`config.mk`:
```
export PLATFORM = sky130hd
export DESIGN_NAME = video_timing_gen
export DESIGN_NICKNAME = d
export VERILOG_FILES = /design/src/rtl/vtg_pkg.sv /design/src/rtl/vtg_axis_counter.sv /design/src/rtl/video_timing_gen.sv
export SDC_FILE = /design/constraint.sdc
export NUM_CORES = 1
export LEC_CHECK = 0
export CORE_MARGIN = 2
export CORE_UTILIZATION = 40
export CTS_CLUSTER_DIAMETER = 150
export DETAILED_ROUTE_END_ITERATION = 10
export MAX_ROUTING_LAYER = met4
export PLACE_DENSITY = 0.67
export SETUP_SLACK_MARGIN = 0.02
export SKIP_CTS_REPAIR_TIMING = 1
export SLEW_MARGIN = 20
export SYNTH_ARGS = -nofsm -noshare
export SYNTH_HDL_FRONTEND = slang
export SYNTH_SLANG_ARGS = --single-unit
```
`constraint.sdc`:
```
create_clock -name pixel_clk -period 2.5 [get_ports pixel_clk]
set_input_delay 0.25 -clock pixel_clk [delete_from_list [all_inputs] [get_ports pixel_clk]]
set_output_delay 0.25 -clock pixel_clk [all_outputs]
set_load 0.03 [all_outputs]
```
`src/rtl/vtg_pkg.sv`:
```
// vtg_pkg: shared types, the axis-length helper and standard mode presets for video_timing_gen.
package vtg_pkg;

  // Top-level sequencing: IDLE until the first enabled edge, then RUN.
  typedef enum logic {
    IDLE = 1'b0,
    RUN  = 1'b1
  } vtg_state_e;

  // Standard modes for which preset timing sets are available.
  typedef enum logic [1:0] {
    MODE_640X480_60,
    MODE_800X600_60,
    MODE_1024X768_60
  } vtg_mode_e;

  // One axis worth of timing: lengths in pixels (h) or lines (v), plus the sync polarity.
  typedef struct packed {
    logic [15:0] active;
    logic [15:0] fp;
    logic [15:0] sync;
    logic [15:0] bp;
    logic        pol;
  } vtg_axis_t;

  // Total length of one axis (H_TOTAL or V_TOTAL) from its four segments.
  function automatic int unsigned axis_total(input int unsigned active, input int unsigned fp,
                                             input int unsigned sync, input int unsigned bp);
    return active + fp + sync + bp;
  endfunction

  // Horizontal preset for a standard mode.
  function automatic vtg_axis_t h_preset(input vtg_mode_e mode);
    case (mode)
      MODE_640X480_60:  h_preset = '{16'd640,  16'd16, 16'd96,  16'd48,  1'b0};
      MODE_1024X768_60: h_preset = '{16'd1024, 16'd24, 16'd136, 16'd160, 1'b0};
      default:          h_preset = '{16'd800,  16'd40, 16'd128, 16'd88,  1'b1};
    endcase
  endfunction

  // Vertical preset for a standard mode.
  function automatic vtg_axis_t v_preset(input vtg_mode_e mode);
    case (mode)
      MODE_640X480_60:  v_preset = '{16'd480, 16'd10, 16'd2, 16'd33, 1'b0};
      MODE_1024X768_60: v_preset = '{16'd768, 16'd3,  16'd6, 16'd29, 1'b0};
      default:          v_preset = '{16'd600, 16'd1,  16'd4, 16'd23, 1'b1};
    endcase
  endfunction

endpackage

```
`src/rtl/vtg_axis_counter.sv`:
```
// vtg_axis_counter: one timing axis (pixels or lines). Holds the position register, reports a
// carry when it wraps, and decodes the sync and active windows from the position that will be
// presented after the coming edge, so the parent can register those flags with zero skew.
module vtg_axis_counter
  import vtg_pkg::*;
#(
  parameter int unsigned CW     = 12,
  parameter int unsigned ACTIVE = 800,
  parameter int unsigned FP     = 40,
  parameter int unsigned SYNC   = 128,
  parameter int unsigned BP     = 88,
  parameter int unsigned INIT   = 0
) (
  input  logic          pixel_clk,
  input  logic          reset,
  input  logic          step,
  output logic [CW-1:0] pos,
  output logic [CW-1:0] next_pos,
  output logic          carry,
  output logic          in_sync,
  output logic          in_active
);

  localparam int unsigned   TOTAL   = axis_total(ACTIVE, FP, SYNC, BP);
  localparam logic [CW-1:0] LAST    = CW'(TOTAL - 1);
  // Window bounds carry one extra bit: the end of the sync window may equal 2^CW.
  localparam logic [CW:0]   SYNC_LO = (CW+1)'(ACTIVE + FP);
  localparam logic [CW:0]   SYNC_HI = (CW+1)'(ACTIVE + FP + SYNC);
  localparam logic [CW:0]   ACT_HI  = (CW+1)'(ACTIVE);

  if (longint'(TOTAL) - 1 > (longint'(1) << CW) - 1) begin : g_width_check
    $error("vtg_axis_counter: CW=%0d cannot hold position %0d", CW, TOTAL - 1);
  end
  if (INIT > TOTAL - 1) begin : g_init_check
    $error("vtg_axis_counter: INIT=%0d outside 0..%0d", INIT, TOTAL - 1);
  end

  logic [CW:0] next_ext;

  // Next position: hold, increment, or wrap to 0 after the last position.
  always_comb begin
    // NOTE: next_pos gets a default before any branch so every path assigns it and no latch is inferred.
    next_pos = pos;
    if (step) begin
      next_pos = (pos == LAST) ? '0 : pos + CW'(1);
    end
  end

  assign carry     = step && (pos == LAST);
  assign next_ext  = {1'b0, next_pos};
  assign in_sync   = (next_ext >= SYNC_LO) && (next_ext < SYNC_HI);
  assign in_active = (next_ext < ACT_HI);

  // Position register, preloaded with INIT while reset is high.
  always_ff @(posedge pixel_clk or posedge reset) begin
    // NOTE: sequential state uses non-blocking assignments so all registers sample pre-edge values.
    if (reset) begin
      pos <= CW'(INIT);
    end else begin
      pos <= next_pos;
    end
  end

endmodule

```
`src/rtl/video_timing_gen.sv`:
```
// video_timing_gen: parametrised raster timing generator. All outputs are registered and
// describe the same pixel in the same cycle; sync and de are decoded from the next position.
// Optional feature macro: VTG_FETCH_AHEAD_EN adds fetch_h/fetch_v, the position displayed
// FETCH_LEAD enabled cycles later, for renderers with character-RAM/font-ROM latency.
module video_timing_gen
  import vtg_pkg::*;
#(
  parameter int unsigned CW         = 12,
  parameter int unsigned H_ACTIVE   = 800,
  parameter int unsigned H_FP       = 40,
  parameter int unsigned H_SYNC     = 128,
  parameter int unsigned H_BP       = 88,
  parameter int unsigned V_ACTIVE   = 600,
  parameter int unsigned V_FP       = 1,
  parameter int unsigned V_SYNC     = 4,
  parameter int unsigned V_BP       = 23,
  parameter logic        H_POL      = 1'b1,
  parameter logic        V_POL      = 1'b1,
  parameter int unsigned FETCH_LEAD = 2
) (
  input  logic          pixel_clk,
  input  logic          reset,
  input  logic          en,
  output logic          h_sync,
  output logic          v_sync,
  output logic          de,
  output logic [CW-1:0] h_pos,
  output logic [CW-1:0] v_pos,
  output logic          line_start,
  output logic          frame_start
`ifdef VTG_FETCH_AHEAD_EN
  ,
  output logic [CW-1:0] fetch_h,
  output logic [CW-1:0] fetch_v
`endif
);

  localparam int unsigned H_TOTAL = axis_total(H_ACTIVE, H_FP, H_SYNC, H_BP);

  if (FETCH_LEAD < 1 || FETCH_LEAD > H_TOTAL - 1) begin : g_lead_check
    $error("video_timing_gen: FETCH_LEAD=%0d outside 1..%0d", FETCH_LEAD, H_TOTAL - 1);
  end

  vtg_state_e    state;
  logic          adv;
  logic [CW-1:0] h_next;
  logic [CW-1:0] v_next;
  logic          h_carry;
  logic          h_in_sync;
  logic          h_in_active;
  logic          v_in_sync;
  logic          v_in_active;
  logic          unused_v_carry;
  logic          hs_d;
  logic          vs_d;
  logic          de_d;
  logic          ls_d;
  logic          fs_d;

  // The IDLE->RUN edge presents (0,0) without advancing; later enabled edges advance.
  assign adv = en && (state == RUN);

  vtg_axis_counter #(
    .CW(CW), .ACTIVE(H_ACTIVE), .FP(H_FP), .SYNC(H_SYNC), .BP(H_BP), .INIT(0)
  ) u_h_axis (
    .pixel_clk (pixel_clk),
    .reset     (reset),
    .step      (adv),
    .pos       (h_pos),
    .next_pos  (h_next),
    .carry     (h_carry),
    .in_sync   (h_in_sync),
    .in_active (h_in_active)
  );

  vtg_axis_counter #(
    .CW(CW), .ACTIVE(V_ACTIVE), .FP(V_FP), .SYNC(V_SYNC), .BP(V_BP), .INIT(0)
  ) u_v_axis (
    .pixel_clk (pixel_clk),
    .reset     (reset),
    .step      (h_carry),
    .pos       (v_pos),
    .next_pos  (v_next),
    .carry     (unused_v_carry),
    .in_sync   (v_in_sync),
    .in_active (v_in_active)
  );

`ifdef VTG_FETCH_AHEAD_EN
  logic          fetch_h_carry;
  logic [CW-1:0] unused_fetch_h_next;
  logic [CW-1:0] unused_fetch_v_next;
  logic          unused_fetch_v_carry;
  logic          unused_fetch_h_sync;
  logic          unused_fetch_h_active;
  logic          unused_fetch_v_sync;
  logic          unused_fetch_v_active;

  // Lead counter pair: starts FETCH_LEAD pixels ahead and advances under the same enable.
  vtg_axis_counter #(
    .CW(CW), .ACTIVE(H_ACTIVE), .FP(H_FP), .SYNC(H_SYNC), .BP(H_BP), .INIT(FETCH_LEAD)
  ) u_fetch_h_axis (
    .pixel_clk (pixel_clk),
    .reset     (reset),
    .step      (adv),
    .pos       (fetch_h),
    .next_pos  (unused_fetch_h_next),
    .carry     (fetch_h_carry),
    .in_sync   (unused_fetch_h_sync),
    .in_active (unused_fetch_h_active)
  );

  vtg_axis_counter #(
    .CW(CW), .ACTIVE(V_ACTIVE), .FP(V_FP), .SYNC(V_SYNC), .BP(V_BP), .INIT(0)
  ) u_fetch_v_axis (
    .pixel_clk (pixel_clk),
    .reset     (reset),
    .step      (fetch_h_carry),
    .pos       (fetch_v),
    .next_pos  (unused_fetch_v_next),
    .carry     (unused_fetch_v_carry),
    .in_sync   (unused_fetch_v_sync),
    .in_active (unused_fetch_v_active)
  );
`endif

  // Flags for the pixel that the coming edge will present.
  assign hs_d = h_in_sync ? H_POL : ~H_POL;
  assign vs_d = v_in_sync ? V_POL : ~V_POL;
  assign de_d = h_in_active && v_in_active;
  assign ls_d = (h_next == '0);
  assign fs_d = (h_next == '0) && (v_next == '0);

  // Timing FSM: on each enabled edge register the flags of the presented pixel; strobes
  // drop on any edge without en so they stay one cycle wide across stalls.
  always_ff @(posedge pixel_clk or posedge reset) begin
    if (reset) begin
      state       <= IDLE;
      h_sync      <= ~H_POL;
      v_sync      <= ~V_POL;
      de          <= 1'b0;
      line_start  <= 1'b0;
      frame_start <= 1'b0;
    end else begin
      line_start  <= 1'b0;
      frame_start <= 1'b0;
      case (state)
        IDLE: begin
          if (en) begin
            state       <= RUN;
            h_sync      <= hs_d;
            v_sync      <= vs_d;
            de          <= de_d;
            line_start  <= ls_d;
            frame_start <= fs_d;
          end
        end
        RUN: begin
          if (en) begin
            h_sync      <= hs_d;
            v_sync      <= vs_d;
            de          <= de_d;
            line_start  <= ls_d;
            frame_start <= fs_d;
          end
        end
        default: state <= IDLE;
      endcase
    end
  end

endmodule

```
# Word-level counts from Yosys, hierarchy flattened
# Index checks and enable logic that the tools add are counted.
totals:
  regBits: 30
  word_cells: 39
classes:
  n_addsub: 2
  n_lt_le_gt_ge: 6
  eq_ne: 2
  n_mux: 13
  reduce_logical: 8
ops:
  columns: ["op", "count"]
  rows:
  - ["< comparator 12 x 10 -> 1 bit, second input constant", 4]
  - ["two-way mux 12 bit", 4]
  - ["adder 12 x 1 -> 12 bit, second input constant", 2]
  - ["greater-or-equal comparator 12 x 10 -> 1 bit, second input constant", 2]
  - ["zero test 12 bit", 2]
  - ["== test 12 x 10 -> 1 bit, second input constant", 1]
  - ["== test 12 x 11 -> 1 bit, second input constant", 1]
  - ["two-way mux 1 bit", 9]
  - ["logical AND 1 bit", 6]

# Logic depth before layout (Yosys ltp)
# Gate-level depths: netlist of the first run.
logic_depth:
  depth_word: 7
  mapped_depth: 9
  ltp_nobuf: 8

# By module
# A second synthesis of the first run with hierarchy kept.
hier_totals:
  cells_unflattened: 183
  hier_area_um2: 1791.7
modules_own_cells:
  columns: ["module", "n_inst", "cells_each", "area_per_inst_um2", "seq_area_each_um2"]
  rows:
  - ["vtg_axis_counter at u_v_axis", 1, 85, 783.3, 300.3]
  - ["vtg_axis_counter at u_h_axis", 1, 75, 739.5, 300.3]
  - ["video_timing_gen", 1, 23, 269.0, 150.1]

# Worst setup path before layout of the first run
# OpenSTA, ideal clock, no wires.
synth_timing:
  kind: "flip-flop to flip-flop"
  startpoint: "register u_v_axis.pos[7]"
  endpoint: "register de"
  setup_ps: 133
  arrival_ps: 2323
  path_slack_ps: 44
  stages_incl_launch_ff: 9
  period_less_slack_ps: 2456
  path_cell_list: "dfrtp_1 -> buf_6 -> or4_4 -> nor3_4 -> o21ai_0 -> o21ai_4 -> nand3b_4 -> nor4_2 -> o32ai_1"
synth_via:
  elab_chain_len: 6
synth_lines:
  columns: ["element", "line_no", "rtl"]
  rows:
  - ["start, declared", "vtg_axis_counter.sv:17", "output logic [CW-1:0] pos,"]
  - ["start signal, assigned", "vtg_axis_counter.sv:58", "pos <= CW'(INIT);"]
  - ["start signal, assigned", "vtg_axis_counter.sv:60", "pos <= next_pos;"]
  - ["adder 12 x 1 -> 12 bit or == test 12 x 10 -> 1 bit (tied branches)", null, null]
  - ["two-way mux 12 bit", "vtg_axis_counter.sv:45", "next_pos = (pos == LAST) ? '0 : pos + CW'(1);"]
  - ["two-way mux 12 bit (*)", "vtg_axis_counter.sv:44", "if (step) begin"]
  - ["< comparator 12 x 10 -> 1 bit (*)", "vtg_axis_counter.sv:52", "assign in_active = (next_ext < ACT_HI);"]
  - ["logical AND 1 bit (*)", "video_timing_gen.sv:130", "assign de_d = h_in_active && v_in_active;"]
  - ["two-way mux 1 bit (*)", "video_timing_gen.sv:149, video_timing_gen.sv:159", null]
  - ["end signal, assigned", "video_timing_gen.sv:141", "de <= 1'b0;"]
  - ["end signal, assigned", "video_timing_gen.sv:153", "de <= de_d;"]
  - ["end signal, assigned", "video_timing_gen.sv:162", "de <= de_d;"]
  - ["end, declared", "video_timing_gen.sv:26", "output logic de,"]
# Every way passes the cells marked *; elsewhere a longest branch is shown, timed or not. The select of a mux whose other input is x is not followed.
# A chain may end at the register's enable or synchronous reset.

# Worst setup path in the final report of the first run
layout_timing:
  startpoint: "register u_v_axis.pos[7]"
  endpoint: "register frame_start"
layout_via:
  elab_chain_len: 6
layout_lines:
  columns: ["element", "line_no", "rtl"]
  rows:
  - ["== test 12 x 10 -> 1 bit", null, null]
  - ["two-way mux 12 bit", "vtg_axis_counter.sv:45", null]
  - ["two-way mux 12 bit", "vtg_axis_counter.sv:44", null]
  - ["via u_v_axis.next_pos[2]", "vtg_axis_counter.sv:18", "output logic [CW-1:0] next_pos,"]
  - ["zero test 12 bit", "video_timing_gen.sv:132", "assign fs_d = (h_next == '0) && (v_next == '0);"]
  - ["logical AND 1 bit", "video_timing_gen.sv:132", null]
  - ["two-way mux 1 bit", "video_timing_gen.sv:149, video_timing_gen.sv:159", null]
  - ["end signal, assigned", "video_timing_gen.sv:155", "frame_start <= fs_d;"]
  - ["end signal, assigned", "video_timing_gen.sv:164", "frame_start <= fs_d;"]
  - ["end, declared", "video_timing_gen.sv:30", "output logic frame_start"]
# The timed path passes the listed nets, and every way through them passes these cells.

==> impl_metrics.json, run 1 <==
{
  "io_pins": 32,
  "drt-pass1-iter-count": 4,
  "r2r_slack_ps": 100,
  "drt_iter0_drc": 97,
  "slew_headroom_pct": 74.2,
  "core-area_sq_mm": 0.00429,
  "drcViolationCount": 0,
  "fin_ws_ps": 103,
  "start_util_pct": 41.2,
  "synth_area_leader_cell": "dfrtp_1",
  "fp.dieW_um": 70.5,
  "timing.rr.start": "u_v_axis.pos[7]",
  "path_cells": "or4_4 -> nor3_4 -> nand2b_2 -> o31ai_1 -> buf_4 -> nor3_1 -> nand3b_1 -> nor4b_2",
  "antenna_found_initial": 0,
  "power_density_mw_per_mm2": 582,
  "drv_slew": 0,
  "vias_per_cell": 5.60,
  "antenna_violating_nets_post_route": 0,
  "cts_made_buffers": 5,
  "yosys_most_used_dff": "dfrtp_1",
  "dp_cells": 276,
  "fmax_ghz": 0.417,
  "clockBufferDepth": 2,
  "worstHoldPathType": "in2async",
  "dpl.hpwl_um": 3330,
  "synth_edf_count": 0,
  "synth_seq_cells": 30,
  "slowest_stage": "or4_4",
  "vias": 1607,
  "final_core_util_pct": 56.4,
  "clock_latency_ps": 280,
  "cap_violations": 0,
  "tns_ps": 0,
  "diodes": 0,
  "drive_above_1_share_pct": 20.9,
  "syn-num-nets": 182,
  "ctsHtreeMaxLevel": 2,
  "grt_overflow": 0,
  "grt_max_degree": 31,
  "fin_skew_ps": 4.96,
  "cts_sinks": 30,
  "path_max_fanout": 8,
  "ir_drop_mv": 0.628,
  "avgRoutedWirePerCell_um": 15.3,
  "areaGrowthSynthToFinish_pct": 36.9,
  "cts_tree": "done",
  "ys_async_sr_fraction_pct": 100,
  "syn_inst": 177,
  "layout_commonest_cell": "clkdlybuf4s50_1",
  "ys_types": 58,
  "outcome": "completed",
  "dieArea_sq_mm": 0.00497,
  "crit_arrival_ps": 2590,
  "final_cells": 287,
  "wl_um": 4400,
  "max_stage_delay_ps": 550,
  "grt_pass1_vias": 1553,
  "p_total_mw": 1.41,
  "setup_violations": 0,
  "synth.avg_cell_area_sq_um": 10.0,
  "grt_pass1_wl_um": 7210,
  "synth-seq-area-share_pct": 42.4,
  "placementRows": 24,
  "cp-start-kind": "register",
  "cts-root-buf": "clkbuf_8",
  "rsz0062_at_grt": "false",
  "die_h_um": 70.5,
  "cp.required_ps": 2690,
  "synth_area_leaders": "dfrtp_1 42%, xnor2_1 4.9%, nand3_1 3.4%",
  "ys.warnings.count": 0,
  "syn_area_sq_mm": 0.00177,
  "grt_usage_pct": 19.0,
  "cp-end-kind": "register",
  "layout_common_cells": "31 x clkdlybuf4s50_1, 30 x dfrtp_1, 23 x buf_4, 13 x inv_1, 12 x nand3_1",
  "port_buffers": 31,
  "min_period_over_period_pct": 95.9,
  "worst_slew_pin_slew_ps": 386,
  "finalWeightedCongestion": 0.901,
  "post-route-min-period_ps": 2400,
  "pre_cts_slack_ps": 49.0,
  "nets": 239,
  "crit_start": "u_v_axis.pos[7]",
  "path_class": "reg2reg",
  "synth_top_area_share_pct": 42.4,
  "power.leakage_nw": 1.06,
  "hold_viol": 0,
  "clk_pin_slew_ps": 60
}
-- registers in the layout, indices dropped and copies added, names as in the netlist --
name          flops
frame_start       1
u_h_axis.pos     12
line_start        1
v_sync            1
h_sync            1
u_v_axis.pos     12
state             1
de                1
-- cell families after synthesis --
| logic type | count (synthesis) | synth area share, % |
|---|---|---|
| muxes | 1 | 0.636 |
| DFF | 30 | 42.4 |
| xor gates and xnor gates | 15 | 7.42 |
| buffers and inverters | 17 | 4.24 |
| adders and majority gates | 2 | 1.41 |
| AOI/OAI and AO/OA | 38 | 16.0 |
| and+or+nand+nor | 74 | 27.9 |
-- metal layers --
layer	GRT usage, %	routed length [um]	part of all wire, %	vias up
li1	-	-	-	767
met1	22.6	1910	43	782
met2	31.6	2190	50	52
met3	4.84	249	5.7	6
met4	6.71	47	1.1	0
met5	-	0	0	-
-- final cells by class --
type                            instances  area, sq um
Clock buffer                            7         76.3
Inverter                               13         48.8
Multi-Input combinational cell        130          970
Timing Repair Buffer                   54          483
Tap cell                               52         65.1
Sequential cell                        30          751
Clock inverter                          1         30.0
Fill cell                             390         1870
-- critical path: cells and delay by family, from the launching register on --
| family | cells | cell delay [ps] |
|---|---|---|
| AO/OA/AOI/OAI | 1 | 70 |
| buffers and inverters | 1 | 160 |
| AND/OR/NAND/NOR | 6 | 1710 |
| flip-flops | 1 | 380 |
-- where the power goes --
group	total, mW	internal, mW	leakage (nW)	switching [mW]
clock	0.480	0.298	0.0524	0.182
combinational	0.358	0.157	0.611	0.201
sequential	0.573	0.524	0.394	0.0494
total	1.41	0.978	1.06	0.432
-- through the flow --
stage                     instance area, sq um  hold WS (ps)
after floorplan                           1770           341
after detailed placement                  2270           512
after CTS                                 2380           359
after global routing                      2420           395
after global placement                    2270           512
final                                     2420           342
-- path summary, 6_finish.rpt --
check,to,depth (start not counted)
min,u_v_axis.pos[10],3
min reg2reg,state,1
max,frame_start,8
min in group pixel_clk,state,1
max reg2reg,frame_start,8
max in group asynchronous,state,3
-- cell usage after synthesis, drive strengths merged (2+ instances only) --
library cell and number:
dfrtp 30, inv 13, nand2 12, nand3 12
o21ai 11, nor2 10, xnor2 10, nor3 6
a22o 5, and3 5, xor2 5, buf 4
nand4 4, o31ai 4, a21oi 3, nand3b 3
nor2b 3, nor4 3, a211o 2, and4 2
ha 2, nor3b 2, nor4b 2, o211ai 2
o31a 2, or3 2, or4 2
No activity file was read; power rests on OpenSTA's default activity.
==> run 2, diff against run 1 <==
--- a/config.mk
+++ b/config.mk
@@ -11,9 +11,10 @@
 export DETAILED_ROUTE_END_ITERATION = 10
 export MAX_ROUTING_LAYER = met4
 export PLACE_DENSITY = 0.67
+export RECOVER_POWER = 25
 export SETUP_SLACK_MARGIN = 0.02
 export SKIP_CTS_REPAIR_TIMING = 1
-export SLEW_MARGIN = 20
+export SLEW_MARGIN = 30
 export SYNTH_ARGS = -nofsm -noshare
 export SYNTH_HDL_FRONTEND = slang
 export SYNTH_SLANG_ARGS = --single-unit
==> run 2 against run 1 <==
Effect of this change: the run now ends with capacitance limit, slew limit left; register-to-register slack about the same; count of clock-buffer cells in the layout unchanged; clock power about the same; via count increased by 0.25%; worst hold slack better by 180 ps; largest cell class unchanged.
==> impl_metrics.json, run 2 (synthesis results as in run 1) <==
{
  "fp.dieW_um": 70.5,
  "nets": 239,
  "tns_ps": 0,
  "crit_arrival_ps": 2590,
  "port_buffers": 31,
  "worst_slew_pin_slew_ps": 1600,
  "cp-end-kind": "register",
  "path_class": "reg2reg",
  "drt_iter0_drc": 97,
  "avgRoutedWirePerCell_um": 15.3,
  "clk_pin_slew_ps": 60,
  "dpl.hpwl_um": 3330,
  "clockBufferDepth": 2,
  "max_stage_delay_ps": 550,
  "layout_common_cells": "30 x dfrtp_1, 30 x clkdlybuf4s50_1, 22 x buf_4, 13 x inv_1, 12 x nand3_1",
  "core-area_sq_mm": 0.00429,
  "grt_usage_pct": 19.0,
  "io_pins": 32,
  "grt_max_degree": 31,
  "slowest_stage": "or4_4",
  "path_max_fanout": 8,
  "outcome": "complete, but fails checks",
  "slew_headroom_pct": -6.92,
  "cap_violations": 1,
  "cts_made_buffers": 5,
  "start_util_pct": 41.2,
  "cts-root-buf": "clkbuf_8",
  "post-route-min-period_ps": 2400,
  "finalWeightedCongestion": 0.901,
  "seqCellArea_sq_um": 751,
  "whs_ps": 524,
  "dieArea_sq_mm": 0.00497,
  "path_cells": "or4_4 -> nor3_4 -> nand2b_2 -> o31ai_1 -> buf_4 -> nor3_1 -> nand3b_1 -> nor4b_2",
  "multi_input_area_sq_um": 970,
  "violations": "capacitance limit, slew limit",
  "grt_pass1_wl_um": 7210,
  "placementRows": 24,
  "hold_viol": 0,
  "die_h_um": 70.5,
  "clock_latency_ps": 280,
  "drcViolationCount": 0,
  "grt_overflow": 0,
  "antenna_found_initial": 0,
  "ir_drop_mv": 0.628,
  "diodes": 0,
  "crit_family": "simple AND/OR/NAND/NOR gates",
  "drt-pass1-iter-count": 4,
  "fin_skew_ps": 4.44,
  "drv_slew": 31,
  "vias": 1611,
  "min_period_over_period_pct": 95.9,
  "reg_top3": "u_h_axis.pos x12, u_v_axis.pos x12",
  "grt_pass1_vias": 1553,
  "cp-start-kind": "register",
  "power_density_mw_per_mm2": 582,
  "areaGrowthSynthToFinish_pct": 36.7,
  "ctsHtreeMaxLevel": 2,
  "vias_per_cell": 5.61,
  "wl_um": 4400,
  "drive_above_1_share_pct": 20.4,
  "worstHoldPathType": "reg2reg",
  "crit_buf_inv": 1,
  "cp.required_ps": 2690,
  "antenna_violating_nets_post_route": 0,
  "power.leakage_nw": 1.05,
  "rsz0062_at_grt": "false",
  "cts_tree": "done",
  "setup_violations": 0,
  "fmax_ghz": 0.417,
  "cts_sinks": 30,
  "fill_cells": 392
}
run 2: cell types whose count changed in the layout (fill, tap and decap cells not counted):
cell	delta
dlygate4sd3_1	+1
buf_4	-1
clkbuf_1	+1
clkdlybuf4s50_1	-1
run 2: routing by layer:
metal / wire length [um] / up-vias / track usage (%)
li1: - / 766 / -
met1: 1900 / 787 / 22.6
met2: 2190 / 52 / 31.6
met3: 252 / 6 / 4.84
met4: 47 / 0 / 6.71
met5: 0 / - / -
run 2: through the flow:
step	std cells	power, mW	setup slack, ps	instance area (sq um)	utilization [%]
after floorplan	177	0.782	43.6	1770	-
after CTS	284	1.41	48.2	2380	55.3
after detailed placement	276	0.932	49.0	2270	52.9
final	287	1.41	103	2420	56.4
after global routing	287	1.48	4.74	2420	56.4
after global placement	276	0.928	65.3	2270	52.9
run 2: final cells by class:
type | instances | share of cell area [%]
Timing Repair Buffer | 54 | 19.8
Multi-Input combinational cell | 130 | 40.1
Clock inverter | 1 | 1.24
Inverter | 13 | 2.02
Clock buffer | 7 | 3.15
Tap cell | 52 | 2.69
Sequential cell | 30 | 31.0
run 2: final timing paths:
kind,startpoint,end,slack (ps),cells after the start
worst max-delay path,u_v_axis.pos[7],frame_start,100,8
worst min-delay path,state,state,520,1
worst max register to register,u_v_axis.pos[7],frame_start,100,8
worst min register to register,state,state,520,1
max in group asynchronous,reset,state,600,3
min in group asynchronous,reset,u_v_axis.pos[10],960,3
run 2: where the power goes:
group	leakage, nW	internal [mW]	total, mW	switching, mW
sequential	0.394	0.524	0.573	0.0494
clock	0.0524	0.298	0.479	0.182
combinational	0.607	0.156	0.357	0.201
